$ cat src/rtl/seg_scan_ctrl.sv
// seg_scan_ctrl: multiplexed 7-segment scanner with a one-deep pending buffer and leading-zero blanking
module seg_scan_ctrl #(
  parameter int DIGITS = 8,
  parameter int SCAN_DIV = 50000
) (
  input  logic        clk,
  input  logic        rst,
  input  logic        in_valid,
  output logic        in_ready,
  input  logic [31:0] in_data,
  input  logic        in_lzb,
  output logic [3:0]  nibble,
  output logic [7:0]  an_n,
  output logic        frame
);
  localparam int CW = $clog2(SCAN_DIV);
  localparam logic [CW-1:0] CMAX = CW'(SCAN_DIV - 1);
  localparam logic [2:0] LAST = 3'(DIGITS - 1);
  localparam logic [31:0] MASK = 32'hFFFF_FFFF >> (32 - 4 * DIGITS);
  typedef enum logic {IDLE, SCAN} state_t;
  state_t state, state_n;
  logic [CW-1:0] cnt;
  logic [2:0] idx;
  logic [31:0] disp, pend;
  logic lzb, plzb, full, frame_q;
  logic acc, tick, wrap, blank, show;
  always_comb begin
    in_ready = !full && !rst;
    acc = in_valid && in_ready;
    tick = state == SCAN && cnt == CMAX;
    wrap = idx == LAST;
    state_n = state == IDLE && acc ? SCAN : state;
    // upper digits are masked on load, so a plain shift tests "this and all higher digits are zero"
    blank = lzb && idx != 3'd0 && (disp >> {idx, 2'b00}) == 32'd0;
    show = state == SCAN && !rst && !blank;
    an_n = show ? ~(8'd1 << idx) : 8'hFF;
    nibble = show ? disp[{idx, 2'b00} +: 4] : 4'd0;
    frame = frame_q && !rst;
  end
  always_ff @(posedge clk) begin
    if (rst) begin
      state <= IDLE;
      cnt <= '0;
      idx <= '0;
      disp <= '0;
      pend <= '0;
      lzb <= 1'b0;
      plzb <= 1'b0;
      full <= 1'b0;
      frame_q <= 1'b0;
    end else begin
      state <= state_n;
      frame_q <= tick && wrap;
      if (state == IDLE) begin
        if (acc) begin
          disp <= in_data & MASK;
          lzb <= in_lzb;
        end
      end else begin
        cnt <= tick ? '0 : cnt + 1'b1;
        if (tick) idx <= wrap ? 3'd0 : idx + 3'd1;
        if (tick && wrap && full) begin
          disp <= pend;
          lzb <= plzb;
        end
        if (acc) begin
          pend <= in_data & MASK;
          plzb <= in_lzb;
        end
        full <= acc || (full && !(tick && wrap));
      end
    end
  end
endmodule

$ cat config.mk
export PLATFORM = sky130hd
export DESIGN_NAME = seg_scan_ctrl
export DESIGN_NICKNAME = d
export VERILOG_FILES = /design/src/rtl/seg_scan_ctrl.sv
export SDC_FILE = /design/constraint.sdc
export NUM_CORES = 1
export LEC_CHECK = 0
export BUFFER_PORTS_ARGS = -buffer_cell sky130_fd_sc_hd__buf_2
export CAP_MARGIN = 15
export CORE_AREA = 2 2 110 112
export CTS_CLUSTER_DIAMETER = 80
export DETAILED_ROUTE_END_ITERATION = 10
export DIE_AREA = 0 0 112 114
export PLACE_DENSITY = 0.64
export SYNTH_ARGS = -nofsm -noshare
export SYNTH_HDL_FRONTEND = slang
export SYNTH_SLANG_ARGS = --single-unit
export TNS_END_PERCENT = 30
$ cat constraint.sdc
create_clock -name clk -period 7 [get_ports clk]
set_input_delay 1.4 -clock clk [delete_from_list [all_inputs] [get_ports clk]]
set_output_delay 1.4 -clock clk [all_outputs]
set_load 0.005 [all_outputs]
==> metrics <==
status=complete, no violations; Area growth syn-to-layout=13.05%; post-synthesis sequential element count=88; Post-synth EDFFs=0; drt total wl=9.694 mm; die area=0.01277 mm^2; syn avg cell area=8.563 um^2; Synth cell types=46; Int Pwr=0.8312 mW; Die Ht=114 um; Mapped Cells=507; # setup viols final=0; die width=112 um; Min Clock Period, post-route=4.675 ns; hold crit path type=flop to flop; clk buf depth=2; fin. max-slew vios=0; setup total negative slack=0 ns; Leak Pwr=1.691 nW; WHS=0.4537 ns; global-route usage over all layers=15.89%; CTS Sinks=88; Critical Path Sink Type=output port; crit start category=flop; maximum vdd ir drop=0.0001520 V; worst path arrival time=3.28 ns; Max-Cap Viols=0; PostCTS Resize Cnt=0; Placer Congestion=0.8430; slew of the pin with the lowest slew margin=1.032 ns; initial antenna violation count=0; cell area after synthesis=0.004342 mm^2; Psw=0.2853 mW; CTS hold repair buffers=0; ys flop type=dfxtp_1; Final ANT Viol Nets=0; post-layout util=41.91%; Site Rows=40; NumNets Final=579; I/O Buffers=49; Required @ worst endpoint=5.60 ns; via count=3601; Setup Fix Bufs, Post-CTS=0; part of the power in registers=48.5%; power density over the cells=227.5 mW/mm^2; Rel. slew slack=31.11%; Clock Latency Late Sink=0.34 ns; largest net degree at the start of global routing=78; Ant. Diodes=0; layout cells sized above 1=16.82%; first-pass GRT wire length=16.50 mm; Fin. Hold Viols=0; part of the power in the clock network=39.5%; vias per cell=5.234; Switching Share=25.55%; Avg WL per Cell=14.09 um; Ports=50; Yosys warnings=0; GRT Residual Overflow=0; Logic pwr share=12.0%; drt initial violations=289; fin area=0.004908 mm^2; met3 routed WL=291 um; FMAX=213.9 MHz; Starting Density=37.07%; Initial DRT Pass Iterations=4; final cell count without fillers=688; sequential fraction of the synthesis area=40.58%; H-tree Lvls=3; Root Driver=clkbuf_16; CP Max Fanout=30; CTS tree=yes; Final HPWL DP=6.768 mm; asr flop ratio synth=0%; Tcrit/Tclk final=66.79%; Worst Skew=0.009106 ns; Core Region=0.01171 mm^2; vias in the first global route=3477; setup repair after global routing missed its margin=false; met1 wire length=4.476 mm; kind of critical path=flop to output port; drt drc=0; Clock transition at path regs=0.06 ns; Placed Cells=672; total CTS buffers=9; placed cell area=0.004633 mm^2; Max Used Layer=met4; syn_nets=550; met2 WL=4.803 mm
==> per-stage QoR <==
| stage | power (mW) | setup slack [ns] |
|---|---|---|
| 2_1_floorplan | 0.6511 | 3.572 |
| 3_3_place_gp | 0.6828 | 2.791 |
| 3_5_place_dp | 0.6875 | 2.733 |
| 4_1_cts | 1.130 | 2.359 |
| 5_1_grt | 1.166 | 1.949 |
| 6_report | 1.116 | 2.325 |
==> cell families (layout without fill, tap and decap cells) <==
logic type	Yosys count	after routing	synth area share, %
buf+inv	43	77	4.668
xor+xnor	10	10	2.017
flops	88	88	40.58
fa+ha+maj	7	7	2.017
mux	48	48	12.80
compound gates	103	103	16.25
simple gates	208	208	21.67
==> worst paths after layout <==
| path | end | cells after the start | slack [ns] | startpoint |
|---|---|---|---|---|
| min | pend[11] | 2 | 0.45 | pend[11] |
| min reg2reg | pend[11] | 2 | 0.45 | pend[11] |
| max | an_n[1] | 6 | 2.32 | idx[0] |
| max reg2reg | disp[16] | 7 | 4.12 | state |
==> power groups by stage <==
stage	Clock [mW]	Combinational, mW	Sequential, mW
2_1_floorplan	0	0.105	0.546
3_3_place_gp	0	0.131	0.552
3_5_place_dp	0	0.135	0.553
4_1_cts	0.453	0.135	0.542
5_1_grt	0.471	0.151	0.544
6_report	0.441	0.134	0.542
==> synth_stat cells (all sizes together) (5+ instances only) <==
| cell type | number | share of area [%] |
|---|---|---|
| nor3 | 16 | 1.8 |
| nand4 | 7 | 1.0 |
| a211oi | 36 | 7.5 |
| dfxtp | 88 | 41 |
| nand2 | 80 | 6.9 |
| ha | 7 | 2.0 |
| nor2 | 68 | 5.9 |
| mux2i | 42 | 9.7 |
| a21oi | 45 | 5.2 |
| inv | 6 | 0.52 |
| nand3 | 10 | 1.2 |
| mux4 | 6 | 3.1 |
| buf | 15 | 2.2 |
| clkbuf | 21 | 1.8 |
| o21ai | 7 | 0.81 |
| xor2 | 7 | 1.4 |
| nor3b | 5 | 0.86 |
==> flip-flops by register name, summed over array words and instances, names as in the netlist <==
register	flops
lzb	1
disp	32
full	1
plzb	1
pend	32
cnt	16
idx	3
state	1
frame_q	1
==> critical path, stage by stage (launching register included) <==
cell       delay (ns)
dfxtp_1          0.98
inv_1            0.34
ha_1             0.34
a2111oi_0        0.54
o2111ai_2        0.32
o211ai_1         0.26
buf_2            0.15
==> metal layers <==
metal	GRT usage [%]	up-vias
li1	-	1855
met1	19.72	1670
met2	26.95	67
met3	3.454	9
met4	6.585	0
met5	0	-
==> placed cells by master (no fill, tap or decap), types with 3 or more instances in the layout <==
cell type,count
nand2_1,80
nand4_1,7
buf_4,5
inv_1,6
nor4_1,3
dfxtp_1,87
clkbuf_16,9
o22ai_1,4
mux4_2,6
ha_1,7
a211oi_2,11
a21oi_1,45
xor2_1,7
nor2_1,68
o21ai_0,7
xnor2_1,3
or3_1,4
mux2i_1,42
nor3_1,16
nor3b_1,5
buf_2,49
a211oi_1,25
nand3_1,10
==> final cells by class <==
class	count	area, um^2
clock inverter	4	28.78
fill	1209	6803
sequential	88	1763
multi-input combinational	376	2377
tap	147	183.9
timing repair buffer	54	282.8
inverter	7	26.28
clock buffer	12	246.5
(Power assumes the default switching activity.)
